## config.mk

```make
export PLATFORM = sky130hd
export DESIGN_NAME = hilo_divider
export DESIGN_NICKNAME = d
export VERILOG_FILES = /design/src/rtl/hilo_divider.sv
export SDC_FILE = /design/constraint.sdc
export NUM_CORES = 1
export LEC_CHECK = 0
export BUFFER_PORTS_ARGS = -buffer_cell sky130_fd_sc_hd__clkbuf_2
export CAP_MARGIN = 20
export CORE_ASPECT_RATIO = 1.1
export CORE_MARGIN = 5
export CORE_UTILIZATION = 35
export DETAILED_ROUTE_END_ITERATION = 10
export GPL_ROUTABILITY_DRIVEN = 0
export REMOVE_ABC_BUFFERS = 1
export SETUP_SLACK_MARGIN = 0.1
export SLEW_MARGIN = 20
export SYNTH_ARGS = -nofsm -noshare
export SYNTH_HDL_FRONTEND = slang
export SYNTH_SLANG_ARGS = --single-unit
```

## constraint.sdc

```tcl
create_clock -name clk -period 5.17 [get_ports clk]
set_input_delay 1.551 -clock clk [delete_from_list [all_inputs] [get_ports clk]]
set_output_delay 1.551 -clock clk [all_outputs]
set_load 0.005 [all_outputs]
```

## src/rtl/hilo_divider.sv

```systemverilog
// Multi-cycle restoring divider for the EX stage: one quotient bit per clock,
// quotient to LO and remainder to HI, with a one-cycle done pulse for the HiLo write.
module hilo_divider #(
  parameter int WIDTH = 32,
  parameter int CNT_W = 5
) (
  input  logic             clk,
  input  logic             reset,
  input  logic             start,
  input  logic             sign_mode,
  input  logic             flush,
  input  logic [WIDTH-1:0] dataA,
  input  logic [WIDTH-1:0] dataB,
  output logic             busy,
  output logic             done,
  output logic             div_by_zero,
  output logic [WIDTH-1:0] quotient,
  output logic [WIDTH-1:0] remainder
);

  if (2**CNT_W != WIDTH) begin : g_bad_cnt_w
    $error("hilo_divider: CNT_W must satisfy 2**CNT_W == WIDTH");
  end

  typedef enum logic [1:0] {
    IDLE = 2'd0,
    CALC = 2'd1,
    FIX  = 2'd2
  } state_t;

  localparam logic [WIDTH-1:0] ONE      = WIDTH'(1);
  localparam logic [CNT_W-1:0] CNT_ONE  = CNT_W'(1);
  localparam logic [CNT_W-1:0] CNT_LAST = CNT_W'(WIDTH - 1);

  state_t           state;
  logic [CNT_W-1:0] cnt;
  logic [WIDTH-1:0] rem;
  logic [WIDTH-1:0] quo;
  logic [WIDTH-1:0] divisor;
  logic             q_neg;
  logic             r_neg;
  logic             dz;

  logic [WIDTH-1:0] a_mag;
  logic [WIDTH-1:0] b_mag;
  logic [WIDTH:0]   rem_sh;
  logic [WIDTH:0]   trial;
  logic [WIDTH-1:0] rem_step;
  logic [WIDTH-1:0] quo_step;
  logic [WIDTH-1:0] q_fix;
  logic [WIDTH-1:0] r_fix;

  // NOTE: every always_comb output gets a value on every path, so no latch is inferred.
  always_comb begin
    a_mag = dataA;
    b_mag = dataB;
    if (sign_mode && dataA[WIDTH-1]) a_mag = ~dataA + ONE;
    if (sign_mode && dataB[WIDTH-1]) b_mag = ~dataB + ONE;
  end

  // The shifted remainder keeps its carry-out bit so full-range unsigned divisors work.
  always_comb begin
    rem_sh   = {rem, quo[WIDTH-1]};
    trial    = rem_sh - {1'b0, divisor};
    rem_step = trial[WIDTH] ? rem_sh[WIDTH-1:0] : trial[WIDTH-1:0];
    quo_step = {quo[WIDTH-2:0], ~trial[WIDTH]};
  end

  // In the divide-by-zero case rem holds the raw dividend captured at start.
  always_comb begin
    q_fix = q_neg ? (~quo + ONE) : quo;
    r_fix = r_neg ? (~rem + ONE) : rem;
    if (dz) begin
      q_fix = '1;
      r_fix = rem;
    end
  end

  // NOTE: sequential state uses non-blocking assignments so every register updates from pre-edge values.
  always_ff @(posedge clk or negedge reset) begin
    if (!reset) begin
      state       <= IDLE;
      cnt         <= '0;
      rem         <= '0;
      quo         <= '0;
      divisor     <= '0;
      q_neg       <= 1'b0;
      r_neg       <= 1'b0;
      dz          <= 1'b0;
      busy        <= 1'b0;
      done        <= 1'b0;
      div_by_zero <= 1'b0;
      quotient    <= '0;
      remainder   <= '0;
    end else begin
      done <= 1'b0;
      unique case (state)
        IDLE: begin
          if (!flush && start) begin
            busy <= 1'b1;
            cnt  <= '0;
            if (dataB == '0) begin
              dz    <= 1'b1;
              rem   <= dataA;
              quo   <= '0;
              state <= FIX;
            end else begin
              dz      <= 1'b0;
              rem     <= '0;
              quo     <= a_mag;
              divisor <= b_mag;
              q_neg   <= (dataA[WIDTH-1] ^ dataB[WIDTH-1]) & sign_mode;
              r_neg   <= dataA[WIDTH-1] & sign_mode;
              state   <= CALC;
            end
          end
        end
        CALC: begin
          if (flush) begin
            busy  <= 1'b0;
            state <= IDLE;
          end else begin
            rem <= rem_step;
            quo <= quo_step;
            cnt <= cnt + CNT_ONE;
            if (cnt == CNT_LAST) state <= FIX;
          end
        end
        FIX: begin
          busy  <= 1'b0;
          state <= IDLE;
          if (!flush) begin
            quotient    <= q_fix;
            remainder   <= r_fix;
            div_by_zero <= dz;
            done        <= 1'b1;
          end
        end
        default: begin
          busy  <= 1'b0;
          state <= IDLE;
        end
      endcase
    end
  end

endmodule

```

# Yosys cells after proc, flatten, opt, wreduce, memory -nomap -nowiden
# Index checks and enable logic that the tools add are counted.
[totals]
latchBits = 0
mem_bits_ro = 0
wordCells = 78
n_memories = 0
ff_bits = 173
mem_bits_rw = 0
out_inout_bits = 67
input_bits = 69
[classes]
n_addsub = 6
reduce_logical = 13
shift = 0
n_div = 0
bitwise_logic = 10
n_eq_ne = 7
multipliers = 0
magnitude_cmp = 0
mux = 29
[op_table]
columns = ["op", "n"]
rows = [
  ["$mux W32", 13],
  ["$add A32 B1 Y32 const B", 4],
  ["$not A32 Y32", 4],
  ["$pmux W32 S2", 2],
  ["$sub A33 B32 Y33", 1],
  ["$logic_not A32 Y1", 1],
  ["$mux W5", 2],
  ["$pmux W5 S2", 1],
  ["$mux W2", 4],
  ["$reduce_and A2 Y1", 4],
  ["$ne A2 B2 Y1 const B", 3],
  ["$reduce_and A3 Y1", 2],
  ["$add A5 B1 Y5 const B", 1],
  ["$eq A5 B5 Y1 const B", 1],
  ["$mux W1", 5],
  ["$pmux W2 S2", 1],
  ["$logic_and A1 B1 Y1", 3],
  ["$ne A3 B3 Y1 const B", 1],
  ["$not A1 Y1", 3],
  ["$and A1 B1 Y1", 2],
  ["$eq A2 B1 Y1 const B", 1],
  ["$eq A2 B2 Y1 const B", 1],
  ["$logic_not A2 Y1", 1],
  ["$pmux W1 S2", 1],
  ["3 further kinds", 3],
]

# Depth between registers and ports, before layout
[depth]
depth_word = 6
mapped_depth = 14

# Least setup slack after synthesis
# No wires, ideal clock.
[synth_timing]
path_kind = "input to register"
from = "in dataB[9]"
to = "reg state[0]"
arrival_time_ps = 3987
setup_ps = 131
stages = 10
path_slack_ps = 1052
required_ps = 5039
cell_sequence = "or4_1 > nor4_1 > and2_1 > nand3_1 > nor3_1 > nor2_1 > nand2_1 > buf_2 > buf_2 > o21ai_0"
[synth_via]
elab_chain_len = 4
[synth_lines]
columns = ["item", "line", "text"]
rows = [
  ["start, declared", "13", "input logic [WIDTH-1:0] dataB,"],
  ["$logic_not A32 Y1", "102", "if (dataB == '0) begin"],
  ["$mux W2", "102", ""],
  ["$mux W2", "99", "if (!flush && start) begin"],
  ["$pmux W2 S2", "97", "unique case (state)"],
  ["end signal, assigned", "106", "state <= FIX;"],
  ["end signal, assigned", "114", "state <= CALC;"],
  ["end signal, assigned", "121", "state <= IDLE;"],
  ["end, declared", "35", "state_t state;"],
]
# No other way between the ends. The select of a mux whose other input is x is not followed.
# A chain may end at the register's enable or synchronous reset.

# Final worst setup path
[layout_timing]
from = "reg rem[16]"
to = "reg rem[20]"
[layout_via]
elab_chain_len = 4
[layout_lines]
columns = ["item", "line", "text"]
rows = [
  ["start, declared", "37", "logic [WIDTH-1:0] rem;"],
  ["start signal, assigned", "104", "rem <= dataA;"],
  ["start signal, assigned", "123", "rem <= rem_step;"],
  ["$sub A33 B32 Y33", "64", "trial = rem_sh - {1'b0, divisor};"],
  ["$mux W32", "65", "rem_step = trial[WIDTH] ? rem_sh[WIDTH-1:0] : trial[WIDTH-1:0];"],
  ["$mux W32", "119", "if (flush) begin"],
  ["$pmux W32 S2", "97", ""],
]
# No other way between the ends. The select of a mux whose other input is x is not followed.

==> results.md <==
* Outcome: finished clean
* CP dominant cell by count: a21oi_1
* Most frequent cells in the layout: 211 x nor2_1, 203 x a21oi_1, 173 x dfrtp_1, 134 x clkbuf_2, 92 x o21ai_0
* Clock sinks at 173
* H-tree levels at 4
* Die Wd at 183 microns
* Yosys warnings at 0
* Drt pass-1 iters at 6
* Initial antenna violation count at 5
* Worst Setup Start Kind: flip-flop
* CP required at 5.54 ns
* # Post-CTS Setup Buffers at 0
* Share of the clock period used by the worst path at 82.1%
* Final setup viols at 0
* DRC Markers at 0
* Starting Density at 35.7%
* Core Footprint at ~32000 sq um
* Clk_lat worst skew at 0.45 ns
* Drt initial violations at 705
* Dpl hpwl at 25.7 mm
* Placement Cell Area at ~13000 sq um
* WL final at 33.7 mm
* Synth-to-layout area growth at 14.7%
* Final min period at 4.24 ns
* Max-slew violations at 0
* Leak at 5.98 nW
* Async S/R FF share, synth at 100%
* Most common cell after layout, fill and taps aside: nor2_1
* Fin Clk Skew at ~0.010 ns
* Register bit total from synthesis at 173
* Mapped Avg Cell Area at 8.18 sq um
* Top_reg_cell synth: dfrtp_1
* Fmax at ~0.24 GHz
* CP max-delay cell: a2111oi_0
* Antenna viol nets, final at 0
* Post-synth EDFFs at 0
* Synth top area share at 37.4%
* FILL cells at approximately 3.4k
* Power Density at 578 nW/um^2
* Die Y at 201 microns
* Gr usage total at between 15 and 20%
* Num CTS Buffers at 17
* Worst hold path type: reg -> reg
* Setup TNS Final at 0 ns
* Critical Path Max Stage Delay at between 0.8 and 0.9 ns
* Cell-by-cell listing of the critical path: ha_1 -> a21oi_1 -> nand2b_1 -> a21oi_1 -> a2111oi_0 -> nand2_1 -> o21ai_0 -> a211o_1 -> mux2_2 -> a21oi_1
* Vias in the first global route at 9942
* Clock transition at path regs at approximately 0.070 ns
* I/O pin count at 136
* Total Die Area at 36800 sq um
* Nets@finish at between 1.5k and 2k
* Fin util at 40.9%
* Post-CTS sizing at 0
* CTS root buffer: clkbuf_16
* Finished Layout Cells at slightly below 2k
* Synthesized area at 11600 sq um
* Global-route wire length before repair at 54.2 mm
* Critical path class: reg -> reg
* Vias at 10.5k
* Max_cap viols at 0
* Placed Instances at 1917
* Overall power at 7.68 mW
* Peak fanout along the critical path at 18
* Top cells by area, synth: dfrtp_1 37%, a21oi_1 8.8%, nor2_1 6.9%, xnor2_1 5.7%, xor2_1 5.4%
* Largest net degree at the start of global routing at 92
* Avg WL per Cell at 17.2 microns
* Peak supply drop at 0.298 mV
* Gr ovfl total at 0
* Yosys cell types at 62
* Syn Inst Count at 1415
* Seq/Total Area, Yosys at 37.4%
* CP endpoint kind: flip-flop
* Number of port buffers at 135
* Worst-Margin Slew at 1.21 ns
* Row Count at 69
* Slew headroom at 19.4%
* Vias per cell at 5.38
* Clock Tree Buf Depth at 2
* Post-CTS Hold Buffers at 0
* Synth area leader: dfrtp_1
* Layout cell share with drive strength beyond 1 at 13.8%
* Register-to-Register Setup Slack at 0.93 ns
* CTS tree: yes
* Final instance area at between 10000 and 15000 sq um
* RSZ-0062 raised after global routing: no
* CP arrival at 4.61 ns
* Final Hold Vio Count at 0
synth_stat cells (all sizes together) (7+ instances only):
| library cell | number |
|---|---|
| dfrtp | 173 |
| and2 | 11 |
| and3 | 9 |
| o31ai | 21 |
| a21o | 15 |
| a221oi | 14 |
| mux2i | 20 |
| ha | 38 |
| buf | 13 |
| clkbuf | 64 |
| nor3 | 28 |
| nor2 | 213 |
| nand2b | 16 |
| xnor2 | 76 |
| o21ai | 92 |
| o41ai | 12 |
| a21oi | 203 |
| nand3 | 36 |
| a31oi | 21 |
| xor2 | 71 |
| nand4 | 10 |
| a22oi | 8 |
| or3 | 9 |
| inv | 53 |
| a211oi | 7 |
| or4 | 14 |
| nor4 | 16 |
| nand2 | 91 |
metal layers:
layer	track usage [%]	wire [microns]	up-vias
met3	2.81	1640	42
li1	-	-	5217
met5	0	0	-
met1	24.6	15200	4980
met2	29.7	16100	268
met4	6.15	708	0
metrics by stage:
stage | hold slack (ns) | worst slack (ns)
6_report | 0.483 | 0.926
5_1_grt | 0.517 | 0.430
4_1_cts | 0.483 | 0.963
3_5_place_dp | 0.465 | 0.714
3_3_place_gp | 0.457 | 0.839
2_1_floorplan | 0.445 | -0.848
critical path, delay by kind of cell, from the launching register on:
kind	cells	cell delay [ns]
mux	1	0.42
simple gates	2	0.30
flops	1	0.45
compound gates	6	2.58
fa+ha+maj	1	0.41
layout make-up:
class	count	area [sq um]	area share (%)
clock inverters	14	110	0.829
inverters	53	199	1.50
clock buffers	18	429	3.23
flip-flops and latches	173	4330	32.6
multi-input cells	1112	6820	51.3
repair buffers	153	850	6.40
well taps	426	533	4.01
diodes	5	12.5	0.0942
registers in the layout, indices dropped and copies added, names as in the netlist:
name,flops
dz,1
quo,32
div_by_zero,1
done,1
divisor,32
q_neg,1
r_neg,1
remainder,32
cnt,5
busy,1
state,2
rem,32
quotient,32
path summary, 6_finish.rpt:
path                                     start                         to  cells after the start
max reg2reg                rem[16]$_DFFE_PN0P_        rem[20]$_DFFE_PN0P_                     10
max in group asynchronous                reset     divisor[3]$_DFFE_PN0P_                      2
min in group asynchronous                reset  remainder[11]$_DFFE_PN0P_                      1
min reg2reg                 cnt[4]$_DFFE_PN0P_         cnt[4]$_DFFE_PN0P_                      2
max                        rem[16]$_DFFE_PN0P_        rem[20]$_DFFE_PN0P_                     10
min                         cnt[4]$_DFFE_PN0P_         cnt[4]$_DFFE_PN0P_                      2
cell families (layout without fill, tap and decap cells):
| group | Yosys count | after routing | synth area share [%] |
|---|---|---|---|
| XOR/XNOR | 147 | 147 | 11.1 |
| AO/OA/AOI/OAI | 435 | 435 | 22.3 |
| AND/OR/NAND/NOR | 468 | 468 | 18.7 |
| flip-flops | 173 | 173 | 37.4 |
| other | 0 | 5 | 0 |
| buffers and inverters | 130 | 238 | 4.24 |
| adder cells (fa/ha/maj) | 39 | 39 | 4.28 |
| multiplexers | 23 | 23 | 2.02 |
power by group:
group	total, mW	switching, mW	internal, mW	leakage (nW)
sequential	2.24	0.514	1.73	2.17
clock	1.21	0.593	0.622	0.254
combinational	4.22	2.53	1.70	3.56
No activity file was read; power rests on OpenSTA's default activity.
